===== src/rtl/uart_frame_pkg.sv =====
// Shared definitions for the UART receive framing controller.
//   frame_state_e   : controller FSM states
//   SyncByteDefault : default frame start marker
//   chk_add         : one step of the 8-bit wrapping checksum
package uart_frame_pkg;

   typedef enum logic [2:0] {
      StHunt,
      StLen,
      StPayload,
      StCheck,
      StHold
   } frame_state_e;

   localparam logic [7:0] SyncByteDefault = 8'hA5;

   // Checksum is a plain modulo-256 sum; the carry is discarded on purpose.
   function automatic logic [7:0] chk_add(input logic [7:0] acc, input logic [7:0] data);
      return acc + data;
   endfunction

endpackage


===== src/rtl/uart_frame_buf.sv =====
// Payload buffer for the framing controller.
//   clk   : system clock
//   we    : write enable, one byte per asserted cycle
//   waddr : write index
//   wdata : write byte
//   raddr : read index
//   rdata : mem[raddr], combinational
// Contents are not reset; only entries written by the current frame are meaningful.
module uart_frame_buf #(
   parameter int unsigned DEPTH = 16
) (
   input  logic                       clk,
   input  logic                       we,
   input  logic [$clog2(DEPTH)-1:0]   waddr,
   input  logic [7:0]                 wdata,
   input  logic [$clog2(DEPTH)-1:0]   raddr,
   output logic [7:0]                 rdata
);

   logic [7:0] mem_q [DEPTH];

   always_ff @(posedge clk) begin
      if (we) begin
         mem_q[waddr] <= wdata;
      end
   end

   assign rdata = mem_q[raddr];

endmodule


===== src/rtl/uart_rx_frame_ctrl.sv =====
// Framing controller behind the UART receiver.
// Frames on the wire: SYNC, LEN, LEN payload bytes, CHK where CHK = LEN + sum(payload) mod 256.
//   clk, rst     : system clock, asynchronous active-high reset
//   rx_byte      : received byte, qualified by rx_valid
//   rx_valid     : single-cycle byte strobe
//   frame_valid  : a checked frame is held (level)
//   frame_len    : payload length of the held frame
//   frame_ack    : consumer releases the held frame
//   rd_addr      : payload read index
//   rd_data      : payload byte at rd_addr (combinational)
//   err_len      : pulse, LEN byte out of range
//   err_chk      : pulse, checksum mismatch
//   err_timeout  : pulse, inter-byte gap expired mid-frame
//   err_overrun  : pulse, byte dropped while a frame was held
module uart_rx_frame_ctrl
   import uart_frame_pkg::*;
#(
   parameter int unsigned MAX_LEN      = 16,
   parameter logic [7:0]  SYNC_BYTE    = SyncByteDefault,
   parameter int unsigned TIMEOUT_CLKS = 8680
) (
   input  logic                       clk,
   input  logic                       rst,
   input  logic [7:0]                 rx_byte,
   input  logic                       rx_valid,
   output logic                       frame_valid,
   output logic [$clog2(MAX_LEN):0]   frame_len,
   input  logic                       frame_ack,
   input  logic [$clog2(MAX_LEN)-1:0] rd_addr,
   output logic [7:0]                 rd_data,
   output logic                       err_len,
   output logic                       err_chk,
   output logic                       err_timeout,
   output logic                       err_overrun
);

   localparam int unsigned IdxW = $clog2(MAX_LEN);
   localparam int unsigned LenW = IdxW + 1;
   localparam int unsigned TmoW = $clog2(TIMEOUT_CLKS);

   frame_state_e    state_q;
   logic [LenW-1:0] len_q;
   logic [IdxW-1:0] idx_q;
   logic [7:0]      acc_q;
   logic [TmoW-1:0] tmo_q;

   logic len_ok;
   logic last_byte;
   logic tmo_hit;
   logic buf_we;

   // Nine-bit compare so MAX_LEN == 256 is representable.
   assign len_ok    = (rx_byte != 8'd0) && ({1'b0, rx_byte} <= 9'(MAX_LEN));
   assign last_byte = ({1'b0, idx_q} == (len_q - LenW'(1)));
   assign tmo_hit   = (tmo_q == TmoW'(TIMEOUT_CLKS - 1));
   assign buf_we    = (state_q == StPayload) && rx_valid;

   uart_frame_buf #(
      .DEPTH (MAX_LEN)
   ) u_frame_buf (
      .clk   (clk),
      .we    (buf_we),
      .waddr (idx_q),
      .wdata (rx_byte),
      .raddr (rd_addr),
      .rdata (rd_data)
   );

   always_ff @(posedge clk or posedge rst) begin
      if (rst) begin
         state_q     <= StHunt;
         len_q       <= '0;
         idx_q       <= '0;
         acc_q       <= '0;
         tmo_q       <= '0;
         frame_valid <= 1'b0;
         frame_len   <= '0;
         err_len     <= 1'b0;
         err_chk     <= 1'b0;
         err_timeout <= 1'b0;
         err_overrun <= 1'b0;
      end else begin
         err_len     <= 1'b0;
         err_chk     <= 1'b0;
         err_timeout <= 1'b0;
         err_overrun <= 1'b0;

         unique case (state_q)
            StHunt: begin
               if (rx_valid && (rx_byte == SYNC_BYTE)) begin
                  state_q <= StLen;
                  tmo_q   <= '0;
               end
            end

            StLen, StPayload, StCheck: begin
               if (!rx_valid) begin
                  // A byte in the expiry cycle takes priority, so only check here.
                  if (tmo_hit) begin
                     err_timeout <= 1'b1;
                     state_q     <= StHunt;
                  end else begin
                     tmo_q <= tmo_q + TmoW'(1);
                  end
               end else begin
                  tmo_q <= '0;
                  unique case (state_q)
                     StLen: begin
                        if (len_ok) begin
                           len_q   <= LenW'(rx_byte);
                           acc_q   <= rx_byte;
                           idx_q   <= '0;
                           state_q <= StPayload;
                        end else begin
                           err_len <= 1'b1;
                           state_q <= StHunt;
                        end
                     end
                     StPayload: begin
                        acc_q <= chk_add(acc_q, rx_byte);
                        idx_q <= idx_q + IdxW'(1);
                        if (last_byte) begin
                           state_q <= StCheck;
                        end
                     end
                     default: begin
                        if (rx_byte == acc_q) begin
                           frame_valid <= 1'b1;
                           frame_len   <= len_q;
                           state_q     <= StHold;
                        end else begin
                           err_chk <= 1'b1;
                           state_q <= StHunt;
                        end
                     end
                  endcase
               end
            end

            StHold: begin
               if (frame_ack) begin
                  frame_valid <= 1'b0;
                  frame_len   <= '0;
                  // Release and hunt in the same cycle so a SYNC riding on the ack is not lost.
                  if (rx_valid && (rx_byte == SYNC_BYTE)) begin
                     state_q <= StLen;
                     tmo_q   <= '0;
                  end else begin
                     state_q <= StHunt;
                  end
               end else if (rx_valid) begin
                  err_overrun <= 1'b1;
               end
            end

            default: begin
               state_q <= StHunt;
            end
         endcase
      end
   end

endmodule


===== config.mk =====
export PLATFORM = sky130hd
export DESIGN_NAME = uart_rx_frame_ctrl
export DESIGN_NICKNAME = d
export VERILOG_FILES = /design/src/rtl/uart_frame_pkg.sv /design/src/rtl/uart_frame_buf.sv /design/src/rtl/uart_rx_frame_ctrl.sv
export SDC_FILE = /design/constraint.sdc
export NUM_CORES = 1
export LEC_CHECK = 0
export CORE_MARGIN = 3
export CORE_UTILIZATION = 60
export CTS_CLUSTER_SIZE = 25
export DETAILED_ROUTE_END_ITERATION = 10
export HOLD_SLACK_MARGIN = 0.12
export PLACE_DENSITY = 0.77
export SYNTH_ARGS = -nofsm -noshare
export SYNTH_HDL_FRONTEND = slang
export SYNTH_SLANG_ARGS = --single-unit

===== constraint.sdc =====
create_clock -name clk -period 3.3 [get_ports clk]
set_input_delay 0.66 -clock clk [delete_from_list [all_inputs] [get_ports clk]]
set_output_delay 0.66 -clock clk [all_outputs]
set_load 0.05 [all_outputs]

==> flow_summary.ini <==
[power_and_ir_drop]
power_density_nw_per_um2 = 626
leakage_uw = 0.00309
ir_worst_vdd_mv = 0.411

[placed_design]
hpwlAfterDp_mm = 10.2
post-place-ws_ns = 0.132
place_congestion = 0.805
io_buffers = 33

[yosys]
synth_seq_cells = 172
avgSynthCellArea_um2 = 15.6
synth.net_count = 508
synth.top_cells.by_area = edfxtp_1, dfrtp_1, mux4_2
ys_seq_area_share_pct = 66.4
ys_warn_count = 0
synth_largest_area_cell = edfxtp_1
synth_area_um2 = 7440
yosys_most_used_dff = edfxtp_1
yosysUniqueCellTypes = 49
synthArstFlopShare_pct = 25.6
synth_top_area_share_pct = 51.6
netlist_instances = 478
synth_edf_count = 128

[timing]
fin_setup_tns_ns = 0
rsz0062_at_grt = false
slew_headroom_pct = 44.1
period_needed_ns = 3.15
worst_slew_pin_slew_ns = 0.834
finalHoldViolations = 0
fmaxAchievable_ghz = 0.317
setup_violations = 0
timing.final.max_slew_violations = 0
finalCritPeriodShare_pct = 95.6
fin_ws_ns = 0.146
clock_skew_ns = 0.00551

[clock_tree]
clockRootBuffer = clkbuf_16
cts.sinks = 172
cts_hold_buf = 0
cts_resized = 0
cts_tree = built
cts_buffers = 17
post_cts_buffers = 0
insertion_delay_ns = 0.42
clock_tree.buffer_depth = 2
clk_pin_slew_worst_paths_ns = 0.06
h-tree-depth = 4

[finish]
nNetsFinal = 572
drive_gt1_share_pct = 20.2
area_delta_synth_final_pct = 16.7
n_antenna_cell = 0

[grt]
grt_pass1_wl_mm = 25.3
grt_overflow = 0
antenna_found_initial = 0
first_global_vias = 4478
grt.total_usage_pct = 24.9
grt_max_degree = 33

[worst_setup_path]
startpoint_type = input pin
crit_path_max_fanout = 32
path_class = input pin to primary output
arrival_ns = 2.49
end_kind = primary output
cp.required_ns = 2.64
r2r_cells = 6

[detailed_routing]
drc = 0
viasPerCell = 6.02
wire_per_inst_um = 22.1
wirelength_mm = 16.0
dr.first_iter.drc_count = 540
ant_nets = 0
dr.pass1.iters = 5
via_count = 4352

[floorplan]
num_rows = 40
fp.dieH_um = 117
initial_core_util_pct = 61.7
die_area_um2 = 13800
die-width_um = 117
io_pins = 34
core_um2 = 12100

[min_path]
hold_depth = 2
hp-class = flop to flop

[job]
maxCapViolations = 0

[status]
status = finished, final reports clean
-- Yosys cell counts (all sizes together), types with 2 or more instances --
cell type	count
nor2b	5
dfrtp	44
a21oi	10
clkbuf	12
nand3	9
nand3b	2
edfxtp	128
buf	6
ha	13
inv	18
nor2	28
and2	7
nor4	11
and3	5
or4	3
o21bai	2
o21ai	28
or3	8
or2	2
nand2	37
nor3b	2
nand2b	2
nand4	3
mux2i	4
mux4	40
nor3	10
mux2	4
xnor2	17
xor2	3
-- cell usage in the layout, fill, tap and decap left out, types with 2 or more instances in the layout --
| master | instances |
|---|---|
| a21oi_1 | 10 |
| and2_1 | 7 |
| and3_1 | 5 |
| buf_12 | 2 |
| buf_4 | 36 |
| bufinv_16 | 2 |
| clkbuf_1 | 2 |
| clkbuf_16 | 17 |
| clkdlybuf4s50_1 | 24 |
| clkinv_1 | 6 |
| clkinv_4 | 2 |
| clkinvlp_4 | 2 |
| dfrtp_1 | 44 |
| edfxtp_1 | 128 |
| ha_1 | 13 |
| inv_1 | 17 |
| mux2_2 | 3 |
| mux2i_1 | 4 |
| mux4_2 | 40 |
| nand2_1 | 37 |
| nand2b_1 | 2 |
| nand3_1 | 9 |
| nand3b_1 | 2 |
| nand4_1 | 3 |
| nor2_1 | 28 |
| nor2b_1 | 5 |
| nor3_1 | 10 |
| nor3b_1 | 2 |
| nor4_1 | 11 |
| o21ai_0 | 10 |
| o21ai_1 | 18 |
| o21bai_1 | 2 |
| or2_2 | 2 |
| or3_1 | 8 |
| or4_1 | 2 |
| xnor2_1 | 17 |
| xor2_1 | 3 |
-- state kept, by name, indices dropped and copies added (netlist names) --
name               count
tmo_q                 14
idx_q                  4
err_overrun            1
frame_valid            1
u_frame_buf.mem_q    128
frame_len              5
err_len                1
state_q                3
err_timeout            1
len_q                  5
acc_q                  8
err_chk                1
-- cells by family (layout without fill, tap and decap cells) --
family	after synthesis	after routing	synth area share (%)
AOI/OAI and AO/OA	52	52	4.37
xor gates and xnor gates	20	20	2.35
adders and majority gates	14	14	2.45
buffers and inverters	36	113	1.97
DFF	172	172	66.4
muxes	48	48	13.2
and+or+nand+nor	136	136	9.18
-- worst max-delay path, cell delays in order --
cell	delay (ns)
clkdlybuf4s50_1	0.51
buf_12	0.23
mux4_2	0.34
mux4_2	0.52
buf_4	0.22
-- per-layer routing --
metal / track usage [%] / routed length [um] / vias up
li1: - / - / 1960
met4: 12.6 / 568 / 0
met3: 5.50 / 792 / 36
met1: 32.7 / 6590 / 2212
met5: 0 / 0 / -
met2: 39.8 / 8010 / 144
-- area by class of cell --
| cell class | instances | area [um2] |
|---|---|---|
| Clock buffer | 19 | 433 |
| Multi-Input combinational cell | 270 | 2350 |
| Sequential cell | 172 | 4940 |
| Timing Repair Buffer | 63 | 556 |
| Clock inverter | 13 | 125 |
| Fill cell | 755 | 3370 |
| Tap cell | 168 | 210 |
| Inverter | 18 | 67.6 |
-- power by group --
| group | switching [uW] | internal, uW | leakage (uW) |
|---|---|---|---|
| combinational | 555 | 426 | 0.00109 |
| clock | 796 | 1100 | 0.000265 |
| sequential | 113 | 2440 | 0.00174 |
| total | 1460 | 3970 | 0.00309 |
-- final timing paths --
check                                 startpoint  slack (ns)                  endpoint
min in group asynchronous                    rst        0.60  frame_len[1]$_DFFE_PP0P_
setup reg to reg           tmo_q[10]$_DFFE_PP0P_        0.87      tmo_q[7]$_DFFE_PP0P_
setup / recovery                      rd_addr[1]        0.15                rd_data[2]
hold reg to reg             acc_q[2]$_DFFE_PP0P_        0.49      acc_q[2]$_DFFE_PP0P_
hold / removal              acc_q[2]$_DFFE_PP0P_        0.49      acc_q[2]$_DFFE_PP0P_
max in group asynchronous                    rst        1.97      tmo_q[7]$_DFFE_PP0P_
-- per-stage QoR --
step / power [uW] / util, % / instances / cell area [um2] / hold WS (ns)
2_1_floorplan: 3310 / - / 478 / 7440 / 0.460
3_3_place_gp: 3510 / 67.4 / 691 / 8130 / 0.463
3_5_place_dp: 3570 / 67.4 / 691 / 8130 / 0.477
4_1_cts: 5460 / 72.0 / 723 / 8690 / 0.494
5_1_grt: 5680 / 72.0 / 723 / 8690 / 0.517
6_report: 5430 / 72.0 / 723 / 8690 / 0.487
Power figures use the tool's default switching activity.
